===== src/rtl/key_pkg.sv =====
// Shared definitions for the key conditioner: per-channel FSM encoding and key indices.
// Build option KEY_AUTOREPEAT_EN (see key_debounce_chan) adds auto-repeat press strobes.
package key_pkg;

  localparam logic [1:0] ST_RELEASED     = 2'd0;
  localparam logic [1:0] ST_PRESS_WAIT   = 2'd1;
  localparam logic [1:0] ST_HELD         = 2'd2;
  localparam logic [1:0] ST_RELEASE_WAIT = 2'd3;

  localparam int KEY_UP    = 0;
  localparam int KEY_DOWN  = 1;
  localparam int KEY_LEFT  = 2;
  localparam int KEY_RIGHT = 3;
  localparam int KEY_PLACE = 4;

  function automatic int max_int(input int a, input int b);
    return (a > b) ? a : b;
  endfunction

endpackage


===== src/rtl/key_debounce_chan.sv =====
// One key channel: two-flop synchronizer, debounce FSM with stability counter, registered strobes.
// With KEY_AUTOREPEAT_EN defined, a repeat counter re-pulses key_press_o while the key stays held.
module key_debounce_chan
  import key_pkg::*;
#(
  parameter int CNT_W         = 20,
  parameter int STABLE_CNT    = 1000000,
  parameter bit ACTIVE_LOW    = 1'b1,
  parameter int REPEAT_DELAY  = 25000000,
  parameter int REPEAT_PERIOD = 5000000
) (
  input  logic clk,
  input  logic rst_n,
  input  logic key_raw_i,
  output logic key_level_o,
  output logic key_press_o,
  output logic key_release_o
);

  // Acceptance fires on the cycle the counter would step to STABLE_CNT-1.
  localparam logic [CNT_W-1:0] CNT_LAST = CNT_W'(STABLE_CNT - 2);

  if ((STABLE_CNT < 2) || (STABLE_CNT > (2 ** CNT_W) - 1) ||
      (REPEAT_DELAY < 1) || (REPEAT_PERIOD < 1)) begin : g_bad_cfg
    $error("key_debounce_chan: parameter out of range");
  end

  logic [1:0]       sync_q, sync_d;
  logic [1:0]       state_q, state_d;
  logic [CNT_W-1:0] cnt_q, cnt_d;
  logic             level_q, level_d;
  logic             press_q, press_d;
  logic             release_q, release_d;
  logic             sample;

  assign sync_d = {sync_q[0], key_raw_i ^ ACTIVE_LOW};
  assign sample = sync_q[1];

`ifdef KEY_AUTOREPEAT_EN
  localparam int REP_W = $clog2(max_int(REPEAT_DELAY, REPEAT_PERIOD) + 1);
  localparam logic [REP_W-1:0] REP_FIRST = REP_W'(REPEAT_DELAY - 1);
  localparam logic [REP_W-1:0] REP_NEXT  = REP_W'(REPEAT_PERIOD - 1);

  logic [REP_W-1:0] rep_q, rep_d;
  logic             rep_phase_q, rep_phase_d;
`endif

  always_comb begin
    state_d   = state_q;
    cnt_d     = cnt_q;
    level_d   = level_q;
    press_d   = 1'b0;
    release_d = 1'b0;
    case (state_q)
      ST_RELEASED: begin
        if (sample) begin
          state_d = ST_PRESS_WAIT;
          cnt_d   = '0;
        end
      end
      ST_PRESS_WAIT: begin
        if (!sample) begin
          state_d = ST_RELEASED;
          cnt_d   = '0;
        end else if (cnt_q == CNT_LAST) begin
          state_d = ST_HELD;
          cnt_d   = '0;
          level_d = 1'b1;
          press_d = 1'b1;
        end else if (cnt_q != '1) begin
          cnt_d = cnt_q + 1'b1;
        end
      end
      ST_HELD: begin
        if (!sample) begin
          state_d = ST_RELEASE_WAIT;
          cnt_d   = '0;
        end
      end
      ST_RELEASE_WAIT: begin
        if (sample) begin
          state_d = ST_HELD;
          cnt_d   = '0;
        end else if (cnt_q == CNT_LAST) begin
          state_d   = ST_RELEASED;
          cnt_d     = '0;
          level_d   = 1'b0;
          release_d = 1'b1;
        end else if (cnt_q != '1) begin
          cnt_d = cnt_q + 1'b1;
        end
      end
      default: begin
        state_d = ST_RELEASED;
        cnt_d   = '0;
        level_d = 1'b0;
      end
    endcase

`ifdef KEY_AUTOREPEAT_EN
    rep_d       = '0;
    rep_phase_d = 1'b0;
    // Runs only while the key stays held; any other state restarts the initial delay.
    if ((state_q == ST_HELD) && sample) begin
      rep_phase_d = rep_phase_q;
      if (rep_q == (rep_phase_q ? REP_NEXT : REP_FIRST)) begin
        press_d     = 1'b1;
        rep_d       = '0;
        rep_phase_d = 1'b1;
      end else if (rep_q != '1) begin
        rep_d = rep_q + 1'b1;
      end
    end
`endif
  end

  always_ff @(posedge clk or negedge rst_n) begin
    if (!rst_n) begin
      sync_q    <= 2'b00;
      state_q   <= ST_RELEASED;
      cnt_q     <= '0;
      level_q   <= 1'b0;
      press_q   <= 1'b0;
      release_q <= 1'b0;
    end else begin
      sync_q    <= sync_d;
      state_q   <= state_d;
      cnt_q     <= cnt_d;
      level_q   <= level_d;
      press_q   <= press_d;
      release_q <= release_d;
    end
  end

`ifdef KEY_AUTOREPEAT_EN
  always_ff @(posedge clk or negedge rst_n) begin
    if (!rst_n) begin
      rep_q       <= '0;
      rep_phase_q <= 1'b0;
    end else begin
      rep_q       <= rep_d;
      rep_phase_q <= rep_phase_d;
    end
  end
`endif

  assign key_level_o   = level_q;
  assign key_press_o   = press_q;
  assign key_release_o = release_q;

endmodule


===== src/rtl/key_debounce.sv =====
// Multi-channel push-button conditioner: N_KEYS independent debounce channels packed into vectors.
// KEY_AUTOREPEAT_EN (applied inside each channel) enables auto-repeat press strobes.
module key_debounce
  import key_pkg::*;
#(
  parameter int N_KEYS        = 5,
  parameter int CNT_W         = 20,
  parameter int STABLE_CNT    = 1000000,
  parameter bit ACTIVE_LOW    = 1'b1,
  parameter int REPEAT_DELAY  = 25000000,
  parameter int REPEAT_PERIOD = 5000000
) (
  input  logic              clk,
  input  logic              rst_n,
  input  logic [N_KEYS-1:0] key_raw,
  output logic [N_KEYS-1:0] key_level,
  output logic [N_KEYS-1:0] key_press,
  output logic [N_KEYS-1:0] key_release
);

  for (genvar gi = 0; gi < N_KEYS; gi++) begin : g_chan
    key_debounce_chan #(
      .CNT_W         (CNT_W),
      .STABLE_CNT    (STABLE_CNT),
      .ACTIVE_LOW    (ACTIVE_LOW),
      .REPEAT_DELAY  (REPEAT_DELAY),
      .REPEAT_PERIOD (REPEAT_PERIOD)
    ) u_chan (
      .clk           (clk),
      .rst_n         (rst_n),
      .key_raw_i     (key_raw[gi]),
      .key_level_o   (key_level[gi]),
      .key_press_o   (key_press[gi]),
      .key_release_o (key_release[gi])
    );
  end

endmodule


===== config.mk =====
export PLATFORM = sky130hd
export DESIGN_NAME = key_debounce
export DESIGN_NICKNAME = d
export VERILOG_FILES = /design/src/rtl/key_pkg.sv /design/src/rtl/key_debounce_chan.sv /design/src/rtl/key_debounce.sv
export SDC_FILE = /design/constraint.sdc
export NUM_CORES = 1
export LEC_CHECK = 0
export CAP_MARGIN = 20
export CORE_ASPECT_RATIO = 0.75
export CORE_MARGIN = 3
export CORE_UTILIZATION = 34
export CTS_BUF_LIST = sky130_fd_sc_hd__clkbuf_8
export DETAILED_ROUTE_END_ITERATION = 6
export GPL_TIMING_DRIVEN = 0
export PLACE_DENSITY = 0.51
export SETUP_SLACK_MARGIN = 0.2
export SLEW_MARGIN = 0
export SYNTH_ARGS = -nofsm -noshare
export SYNTH_HDL_FRONTEND = slang
export SYNTH_SLANG_ARGS = --single-unit

===== constraint.sdc =====
create_clock -name clk -period 6.7 [get_ports clk]
set_clock_uncertainty 0.1 [all_clocks]
set_input_delay 1.34 -clock clk [delete_from_list [all_inputs] [get_ports clk]]
set_output_delay 1.34 -clock clk [all_outputs]
set_load 0.02 [all_outputs]

* Word-level counts from Yosys, hierarchy flattened
Cells that the tools add are included.
** Cells by class
- Add/subtract/negate cells :: 5
- Equal/unequal tests :: 65
- Mux-type cells :: 120
- Bitwise operators :: 5
- Reduce and logical (&&, ||, !) cells :: 25
** Operators by type and width (number)
- $mux 20 :: 30
- $pmux 20 s4 :: 5
- $add 20x1->20 const B :: 5
- $eq 20x20->1 const B :: 5
- $ne 20x20->1 const B :: 5
- $mux 2 :: 30
- $mux 1 :: 45
- $ne 2x1->1 const B :: 20
- $pmux 2 s4 :: 5
- $reduce_and 5->1 :: 5
- $eq 2x2->1 const B :: 10
- $ne 2x2->1 const B :: 10
- $reduce_and 4->1 :: 5
- $ne 3x1->1 const B :: 5
- $ne 3x3->1 const B :: 5
- $eq 2x1->1 const B :: 5
- $logic_not 2->1 :: 5
- $pmux 1 s2 :: 5
- $reduce_and 2->1 :: 5
- $reduce_bool 2->1 :: 5
- $not 1->1 :: 5
** Storage, ports and cells
- Register bits after elaboration :: 135
- Bits of input ports :: 7
- Logic and storage cells :: 250

* Depth between registers and ports, before layout
- Depth in word-level cells :: 5
- Gate-level depth with buffers :: 9

* Modules after synthesis
A second synthesis with hierarchy kept.
** Second synthesis, totals
- Cell total of the unflattened synthesis :: 817
- Area total of the unflattened synthesis :: 7853.8 µm²
** By module, submodules not included
- key_debounce_chan (g_chan[0].u_chan ...) :: instances 4, cells an instance 163, area each 1577.8 µm², sequential area each 675.6 µm²
- key_debounce_chan (g_chan[4].u_chan) :: instances 1, cells an instance 165, area each 1542.7 µm², sequential area each 675.6 µm²

* Least setup slack after synthesis
OpenSTA, ideal clock, no wires.
- Kind :: flip-flop to flip-flop
- Start point :: reg g_chan[1].u_chan.cnt_q[0]
- End point :: reg g_chan[1].u_chan.cnt_q[12]
- Library setup time :: 0.124 ns
- Arrival :: 1.880 ns
- Required time :: 6.476 ns
- Path slack :: 4.596 ns
- Cell stages (with the launch flop) :: 10
- Path buffers :: 2
- Clock period less this slack :: 2.104 ns
- Cell sequence :: dfrtp_1 -> inv_1 -> ha_1 -> or3b_2 -> nor4_4 -> a21oi_2 -> buf_6 -> buf_6 -> a32oi_1 -> nand2_1
** Between the ends
- Longest elaborated chain between the ends :: 5
- Elaborated cells on any way between the ends :: 8
- Classes of those cells :: 1 x add/sub; 2 x eq/ne; 5 x mux
** RTL lines
- from (decl) :: line key_debounce_chan.sv:30 : logic [CNT_W-1:0] cnt_q, cnt_d;
- from (signal assigned) :: line key_debounce_chan.sv:128 : cnt_q <= cnt_d;
- $add 20x1->20 / $ne 20x20->1 (equally long branches)
- $mux 20 :: line key_debounce_chan.sv:70, key_debounce_chan.sv:89
- $mux 20 * :: line key_debounce_chan.sv:84 : end else if (cnt_q == CNT_LAST) begin
- $mux 20, on equally long branches :: line key_debounce_chan.sv:81, key_debounce_chan.sv:62
- $pmux 20 s4 * :: line key_debounce_chan.sv:54 : case (state_q)
Every way passes the cells marked *; elsewhere a longest branch is shown, timed or not.
A chain may end at the register's enable or synchronous reset.

* Worst setup path after layout
- Start point :: reg g_chan[4].u_chan.level_q
- End point :: out key_level[4]
** RTL lines
- from (decl) :: line key_debounce_chan.sv:31 : logic level_q, level_d;
- from (signal assigned) :: line key_debounce_chan.sv:129 : level_q <= level_d;
- to (decl) :: line key_debounce.sv:16 : output logic [N_KEYS-1:0] key_level,
No word-level cell between the ends.

==> impl_metrics.env <==
export IMPL_outcome="finished, final reports clean"
export IMPL_cp_top_family="buffers and inverters"
export IMPL_p_leak_nw=3.56
export IMPL_pin_count=22
export IMPL_drv_slew=0
export IMPL_ctsHoldBuffers=0
export IMPL_core_sq_um=22400
export IMPL_dp_cells=1183
export IMPL_cts_setup_buffers=0
export IMPL_netlist_area_leader_share_pct=42.9
export IMPL_grt_first_pass_wirelength_um=33500
export IMPL_ys_seq_area_share_pct=42.9
export IMPL_start_kind="flip-flop"
export IMPL_slowest_delay_ns=0.60
export IMPL_cts_root_buffer="clkbuf_8"
export IMPL_synthTopCellsByArea="dfrtp_1, a21oi_1, a31oi_1, nand2_1, nand3_1"
export IMPL_clk_latency_ns=0.46
export IMPL_firstDrtPassIters=5
export IMPL_path_clk_slew_ns=0.08
export IMPL_syn_area_per_cell_sq_um=9.07
export IMPL_clock_sinks=135
export IMPL_fp_dieW_um=182
export IMPL_drt_iter0_drc=752
export IMPL_ys_warn_count=0
export IMPL_worstPathCellList="buf_4, clkdlybuf4s50_1"
export IMPL_n_antenna_cell=0
export IMPL_fin_tns_setup_ns=0
export IMPL_gp_congestion=0.869
export IMPL_vdd_drop_max_v=0.000122
export IMPL_final_common_cell="dfrtp_1"
export IMPL_setup_viol=0
export IMPL_tightest_slew_ns=0.825
export IMPL_powerDensity_nw_per_um2=191
export IMPL_syn2layout_area_growth_pct=13.0
export IMPL_antenna_found_initial=0
export IMPL_finalHoldViolCount=0
export IMPL_drive_above_1_share_pct=11.6
export IMPL_stdcell_area_sq_um=8890
export IMPL_cts_resized=0
export IMPL_grt_max_degree=77
export IMPL_drc=0
export IMPL_wl_per_cell_um=16.2
export IMPL_slowest_stage="clkdlybuf4s50_1"
export IMPL_die_h_um=138
export IMPL_nets=925
export IMPL_worstPathArrival_ns=1.55
export IMPL_synth_cells=867
export IMPL_rsz0062_at_grt="no"
export IMPL_start_util_pct=35.1
export IMPL_hold_class="reg -> reg"
export IMPL_synth_nets=884
export IMPL_fp_dieArea_sq_um=25000
export IMPL_path_class="reg -> out"
export IMPL_finalNonFillerCells=1214
export IMPL_dp_hpwl_um=13500
export IMPL_r2r_setup_slack_ns=4.17
export IMPL_post_route_period_util_pct=44.6
export IMPL_worst_setup_path_end_kind="output port"
export IMPL_postRouteAntennaNets=0
export IMPL_synthArstFlopShare_pct=100
export IMPL_fin_crit_ns=2.99
export IMPL_cp_num_buf_inv=2
export IMPL_cp_max_fo=2
export IMPL_rows=47
export IMPL_drt_total_wl_um=19600
export IMPL_io_buffers=21
export IMPL_clk_path_buf_depth=2
export IMPL_grt_ovfl_total=0
export IMPL_final_cell_mix="dfrtp_1, nand2_1, a21oi_1"
export IMPL_required_ns=5.26
export IMPL_ys_types=80
export IMPL_synth_enable_flop_cells=0
export IMPL_ys_ff_latch=135
export IMPL_htreeDepth=4
export IMPL_cts_tree="yes"
export IMPL_vias_per_cell=5.67
export IMPL_grtUsageTotal_pct=16.4
export IMPL_fmax_mhz=335
export IMPL_vias=6882
export IMPL_max_slew_margin_pct=44.2
export IMPL_ys_flop_type="dfrtp_1"
export IMPL_syn_area_sq_um=7870
export IMPL_first_global_vias=6243
export IMPL_dpl_cell_area_sq_um=8470
export IMPL_maxCapViolations=0
export IMPL_cts_buffers=17
export IMPL_synth_top_area_cell="dfrtp_1"
[cell usage after synthesis, drive strengths merged (6+ instances only)]
cell    count
dfrtp     135
nand2      77
a21oi      76
o21ai      61
nand3      50
a31oi      48
nor2       43
buf        41
inv        36
nand4      34
nor3       20
nor4       19
a21o       17
and2       16
a41oi      14
or4        13
and4       12
or3        12
and3       11
clkbuf     11
ha         10
o211ai     10
nand2b      8
or2         8
a31o        6
[worst paths after layout]
check | start | endpoint | cells after the start
setup / recovery | g_chan[4].u_chan.key_level_o$_DFFE_PN0P_ | key_level[4] | 2
hold / removal | g_chan[4].u_chan.sync_q[0]$_DFF_PN0_ | g_chan[4].u_chan.sync_q[1]$_DFF_PN0_ | 0
setup reg to reg | g_chan[3].u_chan.cnt_q[1]$_DFFE_PN0P_ | g_chan[3].u_chan.cnt_q[6]$_DFFE_PN0P_ | 8
hold reg to reg | g_chan[4].u_chan.sync_q[0]$_DFF_PN0_ | g_chan[4].u_chan.sync_q[1]$_DFF_PN0_ | 0
max in group asynchronous | rst_n | g_chan[3].u_chan.cnt_q[4]$_DFFE_PN0P_ | 2
min in group asynchronous | rst_n | g_chan[0].u_chan.key_release_o$_DFF_PN0_ | 1
[area by class of cell]
type | instances | area (sq um)
fill | 2231 | 13500
multi-input combinational | 644 | 4030
sequential | 135 | 3380
tap | 294 | 368
buffer | 52 | 327
clock buffer | 19 | 262
timing repair buffer | 22 | 239
clock inverter | 12 | 154
inverter | 36 | 135
[logic make-up (layout without fill, tap and decap cells)]
kind of cell	count (synthesis)	after routing	share of synthesized area, %
AO/OA/AOI/OAI	278	278	22.7
XOR/XNOR	5	5	0.557
adder cells (fa/ha/maj)	10	10	1.59
buffers and inverters	88	141	5.87
flip-flops	135	135	42.9
multiplexers	4	4	0.525
AND/OR/NAND/NOR	347	347	25.9
[routing by layer]
layer,share of wire [%],GRT usage (%),up-vias
met5,0,0,-
met2,40,22.1,195
met3,5.4,3.33,8
met1,53,26.0,3307
met4,0.70,4.27,0
li1,-,-,3372
[report_power, final]
part	leakage, nW	switching (mW)	internal, mW	total [mW]
combinational	1.51	0.0874	0.0433	0.131
sequential	1.84	0.0228	0.833	0.856
clock	0.197	0.329	0.384	0.713
total	3.56	0.439	1.26	1.70
[registers in the layout, summed over array words and instances (netlist names), named ones only]
name / flops
g_chan.u_chan.cnt_q: 100
g_chan.u_chan.key_level_o: 5
g_chan.u_chan.key_press_o: 5
g_chan.u_chan.key_release_o: 5
g_chan.u_chan.state_q: 5
g_chan.u_chan.sync_q: 10
[per-stage QoR]
step / power (mW) / hold WS [ns] / utilization [%] / setup WS [ns]
final: 1.70 / 0.252 / 39.7 / 3.71
after global routing: 1.79 / 0.266 / 39.7 / 3.62
after CTS: 1.73 / 0.256 / 39.7 / 3.66
after detailed placement: 1.00 / 0.237 / 37.8 / 4.17
after global placement: 1.00 / 0.232 / 37.7 / -1.59
after floorplan: 0.948 / 0.231 / - / 4.60
Power figures use the tool's default switching activity.
